**config.mk**
```make
export PLATFORM = sky130hd
export DESIGN_NAME = vending_change_fsm_flat
export DESIGN_NICKNAME = d
export VERILOG_FILES = /design/src/rtl/vending_change_fsm_if.sv /design/src/rtl/vending_change_fsm.sv /design/src/flat_wrapper.sv
export SDC_FILE = /design/constraint.sdc
export NUM_CORES = 1
export LEC_CHECK = 0
export ABC_AREA = 1
export CORE_MARGIN = 5
export CORE_UTILIZATION = 58
export CTS_CLUSTER_DIAMETER = 50
export DETAILED_ROUTE_END_ITERATION = 6
export GPL_TIMING_DRIVEN = 0
export PLACE_DENSITY = 0.95
export SLEW_MARGIN = 0
export SYNTH_ARGS = -nofsm -noshare
export SYNTH_HDL_FRONTEND = slang
export SYNTH_SLANG_ARGS = --single-unit
```
**constraint.sdc**
```tcl
create_clock -name clk -period 5.7 [get_ports clk]
set_clock_uncertainty 0.05 [all_clocks]
set_input_delay 0.855 -clock clk [delete_from_list [all_inputs] [get_ports clk]]
set_output_delay 0.855 -clock clk [all_outputs]
set_load 0.05 [all_outputs]
```
**src/rtl/vending_change_fsm_if.sv**
```systemverilog
// Coin/cancel request and vend/change response bundle
// for the vending change FSM.
interface vending_change_fsm_if #(
  parameter int CREDIT_W = 5
);
  logic                in1;
  logic                in2;
  logic                in5;
  logic                cancel;
  logic                vend;
  logic                out1;
  logic                out2;
  logic [CREDIT_W-1:0] credit;
  logic                busy;

  modport master (
    output in1, in2, in5, cancel,
    input  vend, out1, out2, credit, busy
  );

  modport slave (
    input  in1, in2, in5, cancel,
    output vend, out1, out2, credit, busy
  );
endinterface

```
**src/rtl/vending_change_fsm.sv**
```systemverilog
// Coin-collecting vending FSM with automatic change return.
// Define VEND_MULTI_SALE_EN to carry residual credit over instead.
module vending_change_fsm #(
  parameter int PRICE    = 7,
  parameter int CREDIT_W = 5
) (
  input  logic clk,
  input  logic rst,
  vending_change_fsm_if.slave bus
);

  typedef enum logic [1:0] {
    COLLECT = 2'd0,
    VEND    = 2'd1,
    CHANGE  = 2'd2
  } state_t;

  localparam int SW = CREDIT_W + 1;
  localparam logic [SW-1:0] PRICE_W = SW'(PRICE);
  localparam logic [SW-1:0] C1 = SW'(1);
  localparam logic [SW-1:0] C2 = SW'(2);
  localparam logic [SW-1:0] C5 = SW'(5);

  state_t              state_q;
  state_t              state_d;
  logic [CREDIT_W-1:0] credit_q;
  logic [CREDIT_W-1:0] credit_d;
  logic [SW-1:0]       coin;
  logic [SW-1:0]       sum;
  logic [SW-1:0]       rest;

  // State and credit registers; reset clears both immediately.
  always_ff @(posedge clk or posedge rst) begin
    if (rst) begin
      state_q  <= COLLECT;
      credit_q <= '0;
    end else begin
      state_q  <= state_d;
      credit_q <= credit_d;
    end
  end

  // Coin select, next state and next credit.
  always_comb begin
    state_d  = state_q;
    credit_d = credit_q;
    priority case (1'b1)
      bus.in5: coin = C5;
      bus.in2: coin = C2;
      bus.in1: coin = C1;
      default: coin = '0;
    endcase
    sum  = {1'b0, credit_q} + coin;
    rest = sum - PRICE_W;
    case (state_q)
      COLLECT: begin
        if (bus.cancel) begin
          if (credit_q != '0) state_d = CHANGE;
        end else if (coin != '0) begin
          if (sum >= PRICE_W) begin
            credit_d = rest[CREDIT_W-1:0];
            state_d  = VEND;
          end else begin
            credit_d = sum[CREDIT_W-1:0];
          end
        end
      end
      VEND: begin
`ifdef VEND_MULTI_SALE_EN
        state_d = COLLECT;
`else
        state_d = (credit_q != '0) ? CHANGE : COLLECT;
`endif
      end
      CHANGE: begin
        if (credit_q >= CREDIT_W'(2))
          credit_d = credit_q - CREDIT_W'(2);
        else
          credit_d = credit_q - CREDIT_W'(1);
        if (credit_d == '0) state_d = COLLECT;
      end
      default: begin
        state_d  = COLLECT;
        credit_d = '0;
      end
    endcase
  end

  // Outputs decoded from registered state and credit only.
  always_comb begin
    bus.vend   = (state_q == VEND);
    bus.busy   = (state_q != COLLECT);
    bus.out2   = (state_q == CHANGE) && (credit_q >= CREDIT_W'(2));
    bus.out1   = (state_q == CHANGE) && (credit_q == CREDIT_W'(1));
    bus.credit = credit_q;
  end

endmodule
```
**src/flat_wrapper.sv**
```systemverilog
// flat-port wrapper written by rule: the top's interface ports become plain ports
module vending_change_fsm_flat 
#(
  parameter int PRICE    = 7,
  parameter int CREDIT_W = 5
)
  (clk, rst, bus_in1, bus_in2, bus_in5, bus_cancel, bus_vend, bus_out1, bus_out2, bus_credit, bus_busy);
  vending_change_fsm_if #(.CREDIT_W(CREDIT_W)) bus_i ();
  input  logic clk;
  input  logic rst;
  input wire logic [$bits(bus_i.in1)-1:0] bus_in1;
  input wire logic [$bits(bus_i.in2)-1:0] bus_in2;
  input wire logic [$bits(bus_i.in5)-1:0] bus_in5;
  input wire logic [$bits(bus_i.cancel)-1:0] bus_cancel;
  output wire logic [$bits(bus_i.vend)-1:0] bus_vend;
  output wire logic [$bits(bus_i.out1)-1:0] bus_out1;
  output wire logic [$bits(bus_i.out2)-1:0] bus_out2;
  output wire logic [$bits(bus_i.credit)-1:0] bus_credit;
  output wire logic [$bits(bus_i.busy)-1:0] bus_busy;
  assign bus_i.in1 = bus_in1;
  assign bus_i.in2 = bus_in2;
  assign bus_i.in5 = bus_in5;
  assign bus_i.cancel = bus_cancel;
  assign bus_vend = bus_i.vend;
  assign bus_out1 = bus_i.out1;
  assign bus_out2 = bus_i.out2;
  assign bus_credit = bus_i.credit;
  assign bus_busy = bus_i.busy;
  vending_change_fsm #(.PRICE(PRICE), .CREDIT_W(CREDIT_W)) u_core (.clk(clk), .rst(rst), .bus(bus_i));
endmodule
```
==> qor.yml <==
slew_violations: 0
status: "complete, no violations"
hold_path_end: "u_core.state_q[1]"
vias_per_cell: 5.52
portBuffers: 14
synth_top_area_frac: 0.175
drt_iter0_markers: 49
fp.dieW_um: 51.6
postCtsSetupRepairBufs: 0
vias: 1098
final.min_clock_period_ps: 3320
cp-startpoint: "bus_in1"
yosys.area.top_type: "dfrtp_1"
ff2ff_setup_slack_ps: 3120
fin_tns_setup_ps: 0
io_pins: 15
antenna_found_initial: 0
setup_viol: 0
synth.distinct_cells: 25
die_y_um: 51.6
grt_pass1_vias: 1081
critPathSlowestCell: "fa_1"
cap_viol_max_count: 0
clkSinkCount: 7
relSlewSlack: 0.660
antennaDiodeCount: 0
syn_avg_cell_area_sq_um: 6.11
cts-resized-gates: 0
num_rows: 15
cpMostUsedCell: "inv_1"
synthTopCellsByArea: "dfrtp_1 (17%), nand2_1 (15%), inv_1 (12%)"
final_nets: 199
cts_buffers: 3
grt-ovfl-total: 0
core_area_sq_mm: 0.00169
synthesis.area_sq_mm: 0.00100
worstHoldStart: "u_core.state_q[0]"
synth_nets: 180
rr_endpoint: "u_core.bus.credit[1]"
hold_path_depth: 3
timing.final.crit_share: 0.582
critPathLaunchType: "input port"
worstSetupPathType: "input port to register"
worstPathArrival_ps: 3410
grt_max_degree: 10
worst_pin_slew_ps: 509
crit_chain: "clkdlybuf4s50_1 > inv_1 > o21ai_0 > ha_1 > inv_1 > fa_1 > inv_1 > ha_1 > nand3_1 > a21boi_0 > nand4_1 > nand3_1 > a21oi_1"
area_growth_pct: 18.7
clock_latency_ps: 250
clock_path_buffers: 2
cp-end-kind: "register"
die_area_sq_mm: 0.00266
reg2reg_from: "u_core.bus.credit[0]"
finalHoldViolCount: 0
dpl.hpwl_um: 2060
postCtsHoldBufs: 0
synth_seq_cells: 7
ff2ff_path_depth: 10
synthesis.instances: 164
dr.pass1.iters: 4
rsz0062_at_grt: "false"
antenna_left: 0
grt_usage: 0.215
synth.yosys.seq_area_share: 0.175
min_path_type: "register to register"
worstPathRequired_ps: 5790
cts-root-buf: "clkbuf_4"
routabilityCongestion: 0.972
max_stage_delay_ps: 540
cts-htree-levels: 1
initial_core_util: 0.593
yosys_warnings: 0
drc_errors: 0
clock.fmax_ghz: 0.302
routed_wl_um: 2530
path_clk_slew_ps: 50
cts_tree: "yes"
drive_gt1_frac: 0.0659
cp_max_fo: 3
grt_pass1_wl_um: 4440
avgRoutedWirePerCell_um: 12.7
cells in the mapped netlist:
master	n
nand2_1	39
inv_1	32
nor2_1	20
nand3_1	17
a21oi_1	9
ha_1	9
dfrtp_1	7
nand4_1	5
o21ai_0	4
xor2_1	4
a31oi_1	2
nand2_2	2
nand3_2	2
a21boi_0	1
a22oi_1	1
buf_6	1
fa_1	1
inv_2	1
nand3_4	1
nand3b_1	1
nor2_2	1
nor3_1	1
nor3b_1	1
or2_4	1
xnor2_1	1
cells in the final DEF, fill, tap and decap left out:
| master | count |
|---|---|
| nand2_1 | 39 |
| inv_1 | 32 |
| nor2_1 | 20 |
| nand3_1 | 17 |
| clkdlybuf4s50_1 | 14 |
| a21oi_1 | 9 |
| ha_1 | 9 |
| dfrtp_1 | 7 |
| nand4_1 | 5 |
| xor2_1 | 4 |
| o21ai_0 | 4 |
| clkbuf_4 | 3 |
| nand2_2 | 2 |
| nand3_2 | 2 |
| a31oi_1 | 2 |
| buf_6 | 1 |
| inv_2 | 1 |
| nor2_2 | 1 |
| nand3_4 | 1 |
| xnor2_1 | 1 |
| nor3b_1 | 1 |
| or2_4 | 1 |
| nand3b_1 | 1 |
| a21boi_0 | 1 |
| nor3_1 | 1 |
| a22oi_1 | 1 |
| fa_1 | 1 |
| clkbuf_1 | 1 |
state kept, by name, indices dropped and copies added (netlist names):
register and count:
u_core.bus.credit 5, u_core.state_q 2
kinds of logic after synthesis:
family,after synthesis,synth area share
buffers and inverters,34,0.135
XOR/XNOR,5,0.0437
flip-flops,7,0.175
AND/OR/NAND/NOR,91,0.422
adder cells (fa/ha/maj),10,0.132
AO/OA/AOI/OAI,17,0.0924
how the worst max path moves through the flow:
stage / endpoint / slack [ps] / cells past startpoint
2_1_floorplan: u_core.bus.credit[2] / 2900 / 12
3_3_place_gp: u_core.bus.credit[0] / 2240 / 13
3_5_place_dp: u_core.bus.credit[1] / 2130 / 13
4_1_cts: u_core.bus.credit[1] / 2400 / 13
5_1_grt: u_core.bus.credit[1] / 2140 / 13
6_report: u_core.bus.credit[1] / 2380 / 13
cell type report:
class	count	area [sq um]
multi-input cells	123	692
fillers	135	499
flip-flops and latches	7	175
repair buffers	14	140
inverters	33	124
clock buffers	4	26.3
well taps	17	21.3
plain buffers	1	11.3
metal layers:
layer | vias up | share of wire | global-route usage
li1 | 556 | - | -
met1 | 511 | 0.44 | 0.246
met2 | 25 | 0.51 | 0.392
met3 | 6 | 0.023 | 0.0315
met4 | 0 | 0.026 | 0.0917
met5 | - | 0 | 0
metrics by stage:
stage	cell area [sq um]	hold slack [ps]	instances	setup WS [ps]	utilization
finish	1190	607	199	2380	0.704
global route	1190	667	199	2140	0.704
CTS	1190	607	199	2400	0.704
detailed placement	1160	588	195	2130	0.689
global placement	1160	584	195	2240	0.689
floorplan	1000	539	164	2900	-
worst max-delay path: cells and delay by family:
kind                       cells  cell delay [ps]
adders and majority gates      3              980
buffers and inverters          4              610
and+or+nand+nor                3              370
AOI/OAI and AO/OA              3              580
Power is left out: the tool's default activity adds up to more than one toggle a clock period on the data nets, which glitch-free logic cannot reach.
